[config.mk]
export PLATFORM = sky130hd
export DESIGN_NAME = pulse_pos_tx
export DESIGN_NICKNAME = d
export VERILOG_FILES = /design/src/rtl/pulse_pos_tx.sv
export SDC_FILE = /design/constraint.sdc
export NUM_CORES = 1
export LEC_CHECK = 0
export CAP_MARGIN = 20
export CORE_MARGIN = 2
export CORE_UTILIZATION = 50
export DETAILED_ROUTE_END_ITERATION = 16
export PLACE_DENSITY = 0.77
export SETUP_SLACK_MARGIN = 0.1
export SLEW_MARGIN = 40
export SYNTH_ARGS = -nofsm -noshare
export SYNTH_HDL_FRONTEND = slang
export SYNTH_SLANG_ARGS = --single-unit
[constraint.sdc]
create_clock -name clk -period 2.35 [get_ports clk]
set_input_delay 0.5875 -clock clk [delete_from_list [all_inputs] [get_ports clk]]
set_output_delay 0.5875 -clock clk [all_outputs]
set_load 0.01 [all_outputs]
[src/rtl/pulse_pos_tx.sv]
// Pulse-position transmitter: serializes a frame MSB first, one bit per BIT_PERIOD clocks.
// Optional build macro SYNC_INSERT_EN forces the receiver sync fields (bits 62:58, 36:32) at capture.
module pulse_pos_tx #(
  parameter int FRAME_BITS  = 64,
  parameter int BIT_PERIOD  = 10000,
  parameter int PULSE_POS   = 2500,
  parameter int PULSE_WIDTH = 1,
  parameter int GAP_CYCLES  = 0
) (
  input  logic                          clk,
  input  logic                          rst,
  input  logic [FRAME_BITS-1:0]         din,
  input  logic                          tx_valid,
  output logic                          tx_ready,
  input  logic                          tx_abort,
  output logic                          rfout,
  output logic                          bit_strobe,
  output logic [$clog2(FRAME_BITS)-1:0] bit_idx,
  output logic                          busy,
  output logic                          tx_done
);

  // state  | meaning
  // IDLE   | waiting for a frame, tx_ready high
  // TX     | serializing, period counter running
  // GAP    | enforced idle after a frame, rfout low
  localparam logic [1:0] S_IDLE = 2'd0;
  localparam logic [1:0] S_TX   = 2'd1;
  localparam logic [1:0] S_GAP  = 2'd2;

  localparam int CNT_W = (BIT_PERIOD > 1) ? $clog2(BIT_PERIOD) : 1;
  localparam int GAP_W = (GAP_CYCLES > 1) ? $clog2(GAP_CYCLES) : 1;
  localparam int IDX_W = $clog2(FRAME_BITS);

  localparam logic [CNT_W-1:0] CNT_LAST  = CNT_W'(BIT_PERIOD - 1);
  localparam logic [CNT_W-1:0] PULSE_LO  = CNT_W'(PULSE_POS);
  localparam logic [CNT_W-1:0] PULSE_HI  = CNT_W'(PULSE_POS + PULSE_WIDTH - 1);
  localparam logic [IDX_W-1:0] IDX_FIRST = IDX_W'(FRAME_BITS - 1);
  localparam logic [GAP_W-1:0] GAP_LOAD  = GAP_W'((GAP_CYCLES > 0) ? GAP_CYCLES - 1 : 0);

`ifdef SYNC_INSERT_EN
  localparam logic [FRAME_BITS-1:0] SYNC_MASK = FRAME_BITS'(64'h7C00_001F_0000_0000);
`else
  localparam logic [FRAME_BITS-1:0] SYNC_MASK = '0;
`endif

  logic [1:0]            state_q, state_d;
  logic [CNT_W-1:0]      cnt_q, cnt_d;
  logic [GAP_W-1:0]      gap_q, gap_d;
  logic [IDX_W-1:0]      idx_q, idx_d;
  logic [FRAME_BITS-1:0] shift_q, shift_d;
  logic                  rfout_q, rfout_d;
  logic                  strobe_q, strobe_d;
  logic                  done_q, done_d;

  always_comb begin
    state_d  = state_q;
    cnt_d    = cnt_q;
    gap_d    = gap_q;
    idx_d    = idx_q;
    shift_d  = shift_q;
    strobe_d = 1'b0;
    done_d   = 1'b0;
    case (state_q)
      S_IDLE: begin
        if (tx_valid) begin
          state_d  = S_TX;
          cnt_d    = '0;
          idx_d    = IDX_FIRST;
          shift_d  = din | SYNC_MASK;
          strobe_d = 1'b1;
        end
      end
      S_TX: begin
        if (tx_abort) begin
          state_d = S_IDLE;
          cnt_d   = '0;
          idx_d   = '0;
          shift_d = '0;
        end else if (cnt_q == CNT_LAST) begin
          cnt_d   = '0;
          shift_d = shift_q << 1;
          if (idx_q == '0) begin
            done_d = 1'b1;
            gap_d  = GAP_LOAD;
            if (GAP_CYCLES > 0) state_d = S_GAP;
            else                state_d = S_IDLE;
          end else begin
            idx_d    = idx_q - 1'b1;
            strobe_d = 1'b1;
          end
        end else begin
          cnt_d = cnt_q + 1'b1;
        end
      end
      S_GAP: begin
        if (tx_abort || gap_q == '0) begin
          state_d = S_IDLE;
          gap_d   = '0;
        end else begin
          gap_d = gap_q - 1'b1;
        end
      end
      default: begin
        state_d = S_IDLE;
        cnt_d   = '0;
        gap_d   = '0;
        idx_d   = '0;
        shift_d = '0;
      end
    endcase
    // Decode the pulse from next-state values so rfout comes straight off a flop.
    rfout_d = (state_d == S_TX) && (cnt_d >= PULSE_LO) && (cnt_d <= PULSE_HI)
              && shift_d[FRAME_BITS-1];
  end

  always_ff @(posedge clk) begin
    if (!rst) begin
      state_q  <= S_IDLE;
      cnt_q    <= '0;
      gap_q    <= '0;
      idx_q    <= '0;
      shift_q  <= '0;
      rfout_q  <= 1'b0;
      strobe_q <= 1'b0;
      done_q   <= 1'b0;
    end else begin
      state_q  <= state_d;
      cnt_q    <= cnt_d;
      gap_q    <= gap_d;
      idx_q    <= idx_d;
      shift_q  <= shift_d;
      rfout_q  <= rfout_d;
      strobe_q <= strobe_d;
      done_q   <= done_d;
    end
  end

  assign tx_ready   = (state_q == S_IDLE);
  assign busy       = (state_q != S_IDLE);
  assign rfout      = rfout_q;
  assign bit_strobe = strobe_q;
  assign bit_idx    = idx_q;
  assign tx_done    = done_q;

endmodule
Word level (Yosys, flattened, before mapping)
Index checks and enable logic that the tools add are counted.

Reduce and logical (&&, ||, !) cells: 11. Mux-type cells: 30. Bitwise logic cells: 6. Eq/ne operators: 10. $add $sub $neg: 3. $lt $le $gt $ge: 2.

Operators with widths (count): $mux 64 (3); $pmux 64 s3 (1); $mux 14 (3); $pmux 14 s3 (1); $mux 6 (4); $pmux 6 s3 (1); $add 14x1->14 const B (1); $eq 14x14->1 const B (1); $ge 14x12->1 const B (1); $le 14x12->1 const B (1); $mux 2 (5); $mux 1 (9); $ne 2x2->1 const B (4); $reduce_and 4->1 (2); $logic_not 6->1 (1); $ne 3x3->1 const B (2); $not 1->1 (6); $pmux 2 s3 (1); $sub 6x1->6 const B (1); $eq 2x1->1 const B (2); $reduce_or 4->1 (1); $logic_and 1x1->1 (3); $pmux 1 s3 (1); $reduce_and 3->1 (1); other kinds (6) (6).

Input bits: 68. Word-level logic and storage cells: 71. Register bits: 90. Output and inout port bits: 11.

Logic depth before layout (Yosys ltp)
Gate-level depths: netlist of run 1.

Word-level depth: 9. Gate-level depth with buffers: 9. Depth with buffers taken out: 7.

Least setup slack after synthesis of run 1
Ideal clock, no wire load.

Kind: input to register. Start: input tx_abort. End: register rfout_q, in the netlist rfout. Required time: 2.262 ns. Path buffers: 2. Stages on the path: 8. Arrival: 1.956 ns. Library setup time: 0.088 ns. Path slack: 0.306 ns. Cell sequence: or3b_1 > buf_2 > buf_6 > a21oi_4 > o22ai_2 > a221oi_2 > nand4_1 > nor4_2.

Longest elaborated chain between the ends: 7. Elaborated cells on any way between the ends: 14. Classes of those cells: 2 x order compare; 1 x eq/ne; 7 x mux; 4 x reduce/logical.

Ends and longest elaborated chain: start: declaration (line 15) `input logic tx_abort,`; parallel branches: the longest is 6 deep, another holds $ge 14x12->1; $logic_and 1x1->1 (*) (line 114) `&& shift_d[FRAME_BITS-1];`; end signal: assignment (line 133) `rfout_q <= rfout_d;`; end: declaration (line 52) `logic rfout_q, rfout_d;`.

Mark *: on every way between the ends. A chain may end at the register's enable or synchronous reset.

Worst setup path in the final report of run 1
Same ends and word-level chain as after synthesis.

==> results.toml, run 1 <==
[synthesis]
avgSynthCellArea_um2 = 8.53
synth_area_leader_cell = "dfxtp_1"
ys.warnings.count = 0
synthTopCellsByArea = "dfxtp_1, a21boi_1, a22oi_1"
syn_inst = 499
syn_nets = 570
synth.distinct_cells = 54
netlist_area_um2 = 4250
synth-main-ff-cell = "dfxtp_1"
synthArstFlopShare_pct = 0
ys_seq_elements = 90
yosysTopAreaCellShare_pct = 42.4
synth-edff-count = 0
seq_area_frac_synth_pct = 42.4

[worst_setup_path]
critPathLaunchType = "primary input"
worst_ep_required_time_ns = 2.62
slowest_stage = "clkdlybuf4s50_1"
crit_type = "primary input to register"
cp_slowest_stage_delay_ns = 0.44
reg2reg_depth = 7
crit_fanout = 14
r2r-start = "cnt_q[1]$_SDFF_PN0_"
reg2reg_slack_ns = 0.24
path_cells = "clkdlybuf4s50_1 > or3b_1 > buf_12 > a21oi_4 > o22ai_2 > a221oi_2 > nand4_1 > nor4_2"
rr_endpoint = "rfout$_SDFF_PN0_"
cp.arrival_ns = 2.51
path_buf_inv = 2
path_delay_family = "simple AND/OR/NAND/NOR gates"
end_kind = "register"

[sta]
finalCriticalPeriod_ns = 2.24
tightest_slew_ns = 0.500
period_share_pct = 95.3
max_freq_ghz = 0.447
rsz0062_at_grt = "yes"
holdWs_ns = 0.452
setup_viol = 0
slew_violations = 0
clock-skew-final_ns = 0.0133
hold_violations = 0
maxSlewHeadroom_pct = 66.6

[die]
dieArea_um2 = 9260
io-pin-count = 79
start_util_pct = 51.8
core_area_um2 = 8220
die_x_um = 96.2
die_y_um = 96.2
rows = 33

[detailed_routing]
wl_per_cell_um = 15.9
route.vias.total = 4059
wl_met1_um = 4720
ant_nets = 0
highest_layer = "met4"
remaining_drc_errors = 0
postRouteWirelength_um = 11000
wl_met3_um = 644
first_pass_iters = 5
drtIter0Drc = 237
dr_wl_met2_um = 5480
via_per_inst = 5.86

[cts]
cts_root_buf = "clkbuf_8"
cts.hold.buffers_added = 0
htreeDepth = 3
cts_tree = "yes"
numCtsBuffers = 9
postCtsSetupBuffers = 0
worstSkewPairLatency_ns = 0.36
cts.sinks = 90
clkTransAtPathRegs_ns = 0.08
cts.path.max_buffers = 2

[global_route]
grt_pass1_vias = 3832
grt_usage_pct = 24.2
antenna_found_initial = 0
grt_max_degree = 65
grt_overflow_total = 0
grt_pass1_wl_um = 17700

[pwr]
ir_drop_uv = 381
p_leak_nw = 2.01
power_density_nw_per_um2 = 619

[job]
cap_violations = 0

[worst_hold_path]
hold_end = "shift_q[32]$_SDFFE_PN0P_"
min-delay-start = "shift_q[32]$_SDFFE_PN0P_"
hold_class = "register to register"
holdPathStages = 2

[place]
portBuffers = 78
gp_congestion = 0.915
dp_cells = 677
place.detailed.hpwl_um = 7740
dpl-instance-area_um2 = 5400

[status]
status = "finished clean"

[final_layout]
fin_area_um2 = 5650
instances_no_fill = 693
diodes = 0
final_nets = 654
nFillCells = 683
drive_above_1_share_pct = 11.9
syn_to_final_growth_pct = 32.9
[power breakdown]
group,switching (W),total [W],internal (W)
Sequential,0.0000549,0.00166,0.00161
Clock,0.000568,0.00120,0.000636
Combinational,0.000282,0.000635,0.000353
Total,0.000906,0.00350,0.00260
[how the worst max path moves through the flow]
| stage | start | endpoint | depth (start not counted) |
|---|---|---|---|
| after floorplan | tx_abort | rfout$_SDFF_PN0_ | 8 |
| after global placement | tx_abort | rfout$_SDFF_PN0_ | 8 |
| after detailed placement | tx_abort | rfout$_SDFF_PN0_ | 8 |
| after CTS | state_q[1]$_SDFF_PN0_ | busy | 3 |
| after global routing | tx_abort | rfout$_SDFF_PN0_ | 8 |
| final | tx_abort | rfout$_SDFF_PN0_ | 8 |
[metrics by stage]
| step | setup slack, ns | total power, W | utilization (%) | TNS, ns |
|---|---|---|---|---|
| 2_1_floorplan | 0.306 | 0.00199 | - | 0 |
| 4_1_cts | 0.112 | 0.00352 | 68.5 | 0 |
| 6_report | 0.111 | 0.00350 | 68.8 | 0 |
| 5_1_grt | 0.0473 | 0.00364 | 68.8 | 0 |
| 3_3_place_gp | -0.152 | 0.00231 | 65.7 | -0.152 |
| 3_5_place_dp | -0.239 | 0.00232 | 65.7 | -3.44 |
[timing repair]
action,CTS,global route
gates resized for setup,0,5
endpoints found under the hold margin,0,0
endpoints found under the setup margin,0,9
[area by class of cell]
cell class	count	area, µm²	share of cell area [%]
clock inverters	5	86.3	1.53
well taps	105	131	2.32
clock buffers	11	141	2.50
repair buffers	116	1190	21.0
inverters	8	30.0	0.531
multi-input cells	358	2270	40.2
flip-flops and latches	90	1800	31.9
[logic make-up (layout without fill, tap and decap cells)]
logic type,count (synthesis),in the layout,share of synthesized area [%]
AOI/OAI and AO/OA,192,192,32.6
and+or+nand+nor,160,160,18.2
DFF,90,90,42.4
buffers and inverters,51,140,5.18
adders and majority gates,3,3,0.882
muxes,2,2,0.500
xor gates and xnor gates,1,1,0.206
[cell usage after synthesis, types with 2 or more instances]
master,number
ha_1,3
a22oi_1,64
nand4_1,8
nor2_1,18
nor3b_1,2
a31oi_1,5
nor4_2,2
buf_2,11
and3_1,7
a21boi_0,2
nor3_1,4
and2_1,4
buf_1,8
nand3_1,8
clkbuf_1,22
nor4_1,4
o211a_1,2
buf_6,2
nor2b_1,6
o31ai_1,2
o211ai_1,4
nand2b_1,5
dfxtp_1,90
a21oi_1,17
and4_1,4
nand2_1,79
or3_1,3
inv_1,8
o21ai_1,6
a21boi_1,64
o21ai_0,12
[layout by cell type (no fill, tap or decap), types with 5 or more instances in the layout]
| cell type | instances |
|---|---|
| nand3_1 | 8 |
| nor2_1 | 17 |
| clkdlybuf4s50_1 | 77 |
| inv_1 | 8 |
| buf_12 | 10 |
| a21oi_1 | 17 |
| nand2b_1 | 5 |
| dfxtp_1 | 88 |
| o21ai_0 | 12 |
| a21boi_1 | 64 |
| clkbuf_8 | 10 |
| nand2_1 | 79 |
| nor2b_1 | 6 |
| buf_4 | 28 |
| a31oi_1 | 5 |
| nand4_1 | 8 |
| and3_1 | 7 |
| o21ai_1 | 5 |
| a22oi_1 | 64 |
[state kept, by name, summed over array words and instances, names as in the netlist]
register,count
bit_idx,6
bit_strobe,1
cnt_q,14
gap_q,1
rfout,1
shift_q,64
state_q,2
tx_done,1
[metal layers]
metal  track usage [%]  up-vias
li1                  -     1987
met1              31.0     1937
met2              40.6      115
met3              3.37       20
met4              10.2        0
met5                 0        -
[worst min-delay path, delay by kind of cell (launching register included)]
kind | cells | cell delay, ns
DFF | 1 | 0.31
and+or+nand+nor | 1 | 0.05
AOI/OAI and AO/OA | 1 | 0.05
No activity file was read; power rests on OpenSTA's default activity.
==> run 2, diff against run 1 <==
CORE_UTILIZATION = 47   (was 50)
PLACE_DENSITY = 0.76   (was 0.77)
clock period = 1.8 ns   (was 2.35 ns; I/O delays follow)
==> run 2 against run 1 <==
  * The flow now finishes with violations (negative setup slack)
  * Sequential cell count stayed put
  * Cell count is 8.4% higher
  * Setup slack worse by 0.34 ns
  * Non-clock buffer count is 55 higher
  * Critical path depth is 2 higher
  * Routed wire length is 28% higher
  * First-iteration DRC count is 3.0% higher
  * Die area is 6.1% higher
  * Clock skew is 0.0030 ns higher
  * Largest cell class unchanged
  * Highest routed layer unchanged
==> results.toml, run 2 (same netlist as run 1, synthesis figures left out) <==
[sta]
hold_violations = 0
finalCriticalPeriod_ns = 2.03
clock-skew-final_ns = 0.0164
setup_tns_ns = -10.52
setup_slack_ns = -0.231
holdWs_ns = 0.460
rsz0062_at_grt = "yes"
slew_violations = 0
period_share_pct = 113
max_freq_ghz = 0.492
maxSlewHeadroom_pct = 62.8
setup_viol = 73
tightest_slew_ns = 0.557

[die]
io-pin-count = 79
die_y_um = 99.1
die_x_um = 99.1
dieArea_um2 = 9830
start_util_pct = 48.5
core_area_um2 = 8760
rows = 34

[worst_setup_path]
crit_type = "register to register"
cp.arrival_ns = 2.32
reg2reg_slack_ns = -0.23
rr_endpoint = "shift_q[35]$_SDFFE_PN0P_"
cp_slowest_stage_delay_ns = 0.37
end_kind = "register"
crit_fanout = 8
critPathLaunchType = "register"
path_cells = "ha_4 > and4b_2 > nand4_1 > buf_4 > nor2_4 > buf_4 > buf_6 > buf_16 > a22oi_2 > a21boi_1"
reg2reg_depth = 10
worst_ep_required_time_ns = 2.09
slowest_stage = "dfxtp_2"
cp_common_cell = "buf_4"
r2r-start = "cnt_q[1]$_SDFF_PN0_"

[detailed_routing]
drtIter0Drc = 244
first_pass_iters = 5
route.vias.total = 4439
postRouteWirelength_um = 14200
via_per_inst = 5.91
ant_nets = 0
wl_per_cell_um = 18.8
remaining_drc_errors = 0

[place]
portBuffers = 78
gp_congestion = 0.868
place.detailed.hpwl_um = 8180
pre_cts_ws_ns = -0.584
dp_cells = 704

[final_layout]
nFillCells = 616
drive_above_1_share_pct = 31.1
top_register = "shift_q"
diodes = 0
final_common_cell = "dfxtp_1"
seq_area_um2 = 1820
final_nets = 709
mostFrequentLayoutCells = "dfxtp_1, nand2_1, a21boi_1"
syn_to_final_growth_pct = 54.9
instances_no_fill = 751
multiInputGateArea_um2 = 2600
largest_reg_flops = 64

[pwr]
ir_drop_uv = 396
p_leak_nw = 2.47
power_density_nw_per_um2 = 703

[global_route]
grtUsageMet3_pct = 3.51
grt_max_degree = 65
grt_usage_pct = 26.1
use_met1_pct = 33.3
met2_usage_pct = 46.7
grt_overflow_total = 0
grt_pass1_vias = 4216
grt_pass1_wl_um = 20700
grt-busiest-layer = "met2"
antenna_found_initial = 0

[cts]
cts_tree = "yes"
numCtsBuffers = 9
worstSkewPairLatency_ns = 0.38
clkTransAtPathRegs_ns = 0.10
cts.path.max_buffers = 2
cts.sinks = 90
cts_root_buf = "clkbuf_8"
htreeDepth = 3

[job]
cap_violations = 0

[status]
violations = "negative setup slack"
status = "complete, but fails checks"

[worst_hold_path]
hold_end = "shift_q[6]$_SDFFE_PN0P_"
hold_class = "register to register"
holdPathStages = 2
min-delay-start = "shift_q[6]$_SDFFE_PN0P_"
## run 2: cell types whose count changed in the layout (fill, tap and decap cells not counted), sizes merged
cell and change:
dlymetal6s2s +2, buf +52, dlygate4sd2 +8, clkinvlp -2, clkbuf +1, inv +4, bufinv -2, clkdlybuf4s50 -12
clkinv +2, bufbuf +2
## run 2: routing by layer
layer / wire length, µm / vias to the layer above
li1: - / 2112
met1: 6020 / 2165
met2: 7190 / 139
met3: 637 / 23
met4: 304 / 0
met5: 0 / -
## run 2: repair_timing
action	CTS	global route
resized for setup	71	52
pin swaps	22	38
endpoints found under the setup margin	92	87
setup buffers	16	4
cloned	8	3
hold buffers	0	0
## run 2: worst max-delay path by stage
stage                     slack, ns  cells after the start                  endpoint                start
after floorplan               -0.03                      7          rfout$_SDFF_PN0_             tx_abort
after global placement        -0.55                      9          rfout$_SDFF_PN0_             tx_valid
after detailed placement      -0.58                      7          rfout$_SDFF_PN0_             tx_abort
after CTS                     -0.16                      8   bit_idx[3]$_SDFFE_PN0P_  cnt_q[1]$_SDFF_PN0_
after global routing          -0.26                      8          rfout$_SDFF_PN0_             tx_valid
final                         -0.23                     10  shift_q[35]$_SDFFE_PN0P_  cnt_q[1]$_SDFF_PN0_
## run 2: stage by stage
step / total power, W / area [µm²] / utilization (%)
2_1_floorplan: 0.00262 / 4310 / -
3_3_place_gp: 0.00302 / 5570 / 63.6
3_5_place_dp: 0.00304 / 5570 / 63.6
4_1_cts: 0.00456 / 6300 / 71.9
5_1_grt: 0.00479 / 6590 / 75.2
6_report: 0.00463 / 6590 / 75.2
## run 2: final cells by class
class	instances	area share, %
flip-flops and latches	90	27.6
multi-input cells	358	39.4
repair buffers	171	27.4
inverters	8	0.456
well taps	108	2.05
clock inverters	7	1.16
clock buffers	9	1.88
## run 2: critical path, delay by kind of cell, from the launching register on
kind	cells	cell delay [ns]
AOI/OAI and AO/OA	2	0.24
buffers and inverters	4	0.58
DFF	1	0.37
adders and majority gates	1	0.14
and+or+nand+nor	3	0.62
## run 2: power breakdown
group | switching, W | total (W) | leakage (nW) | internal (W)
registers | 0.0000851 | 0.00219 | 0.740 | 0.00210
clock network | 0.000872 | 0.00143 | 0.103 | 0.000560
logic | 0.000446 | 0.00101 | 1.63 | 0.000565
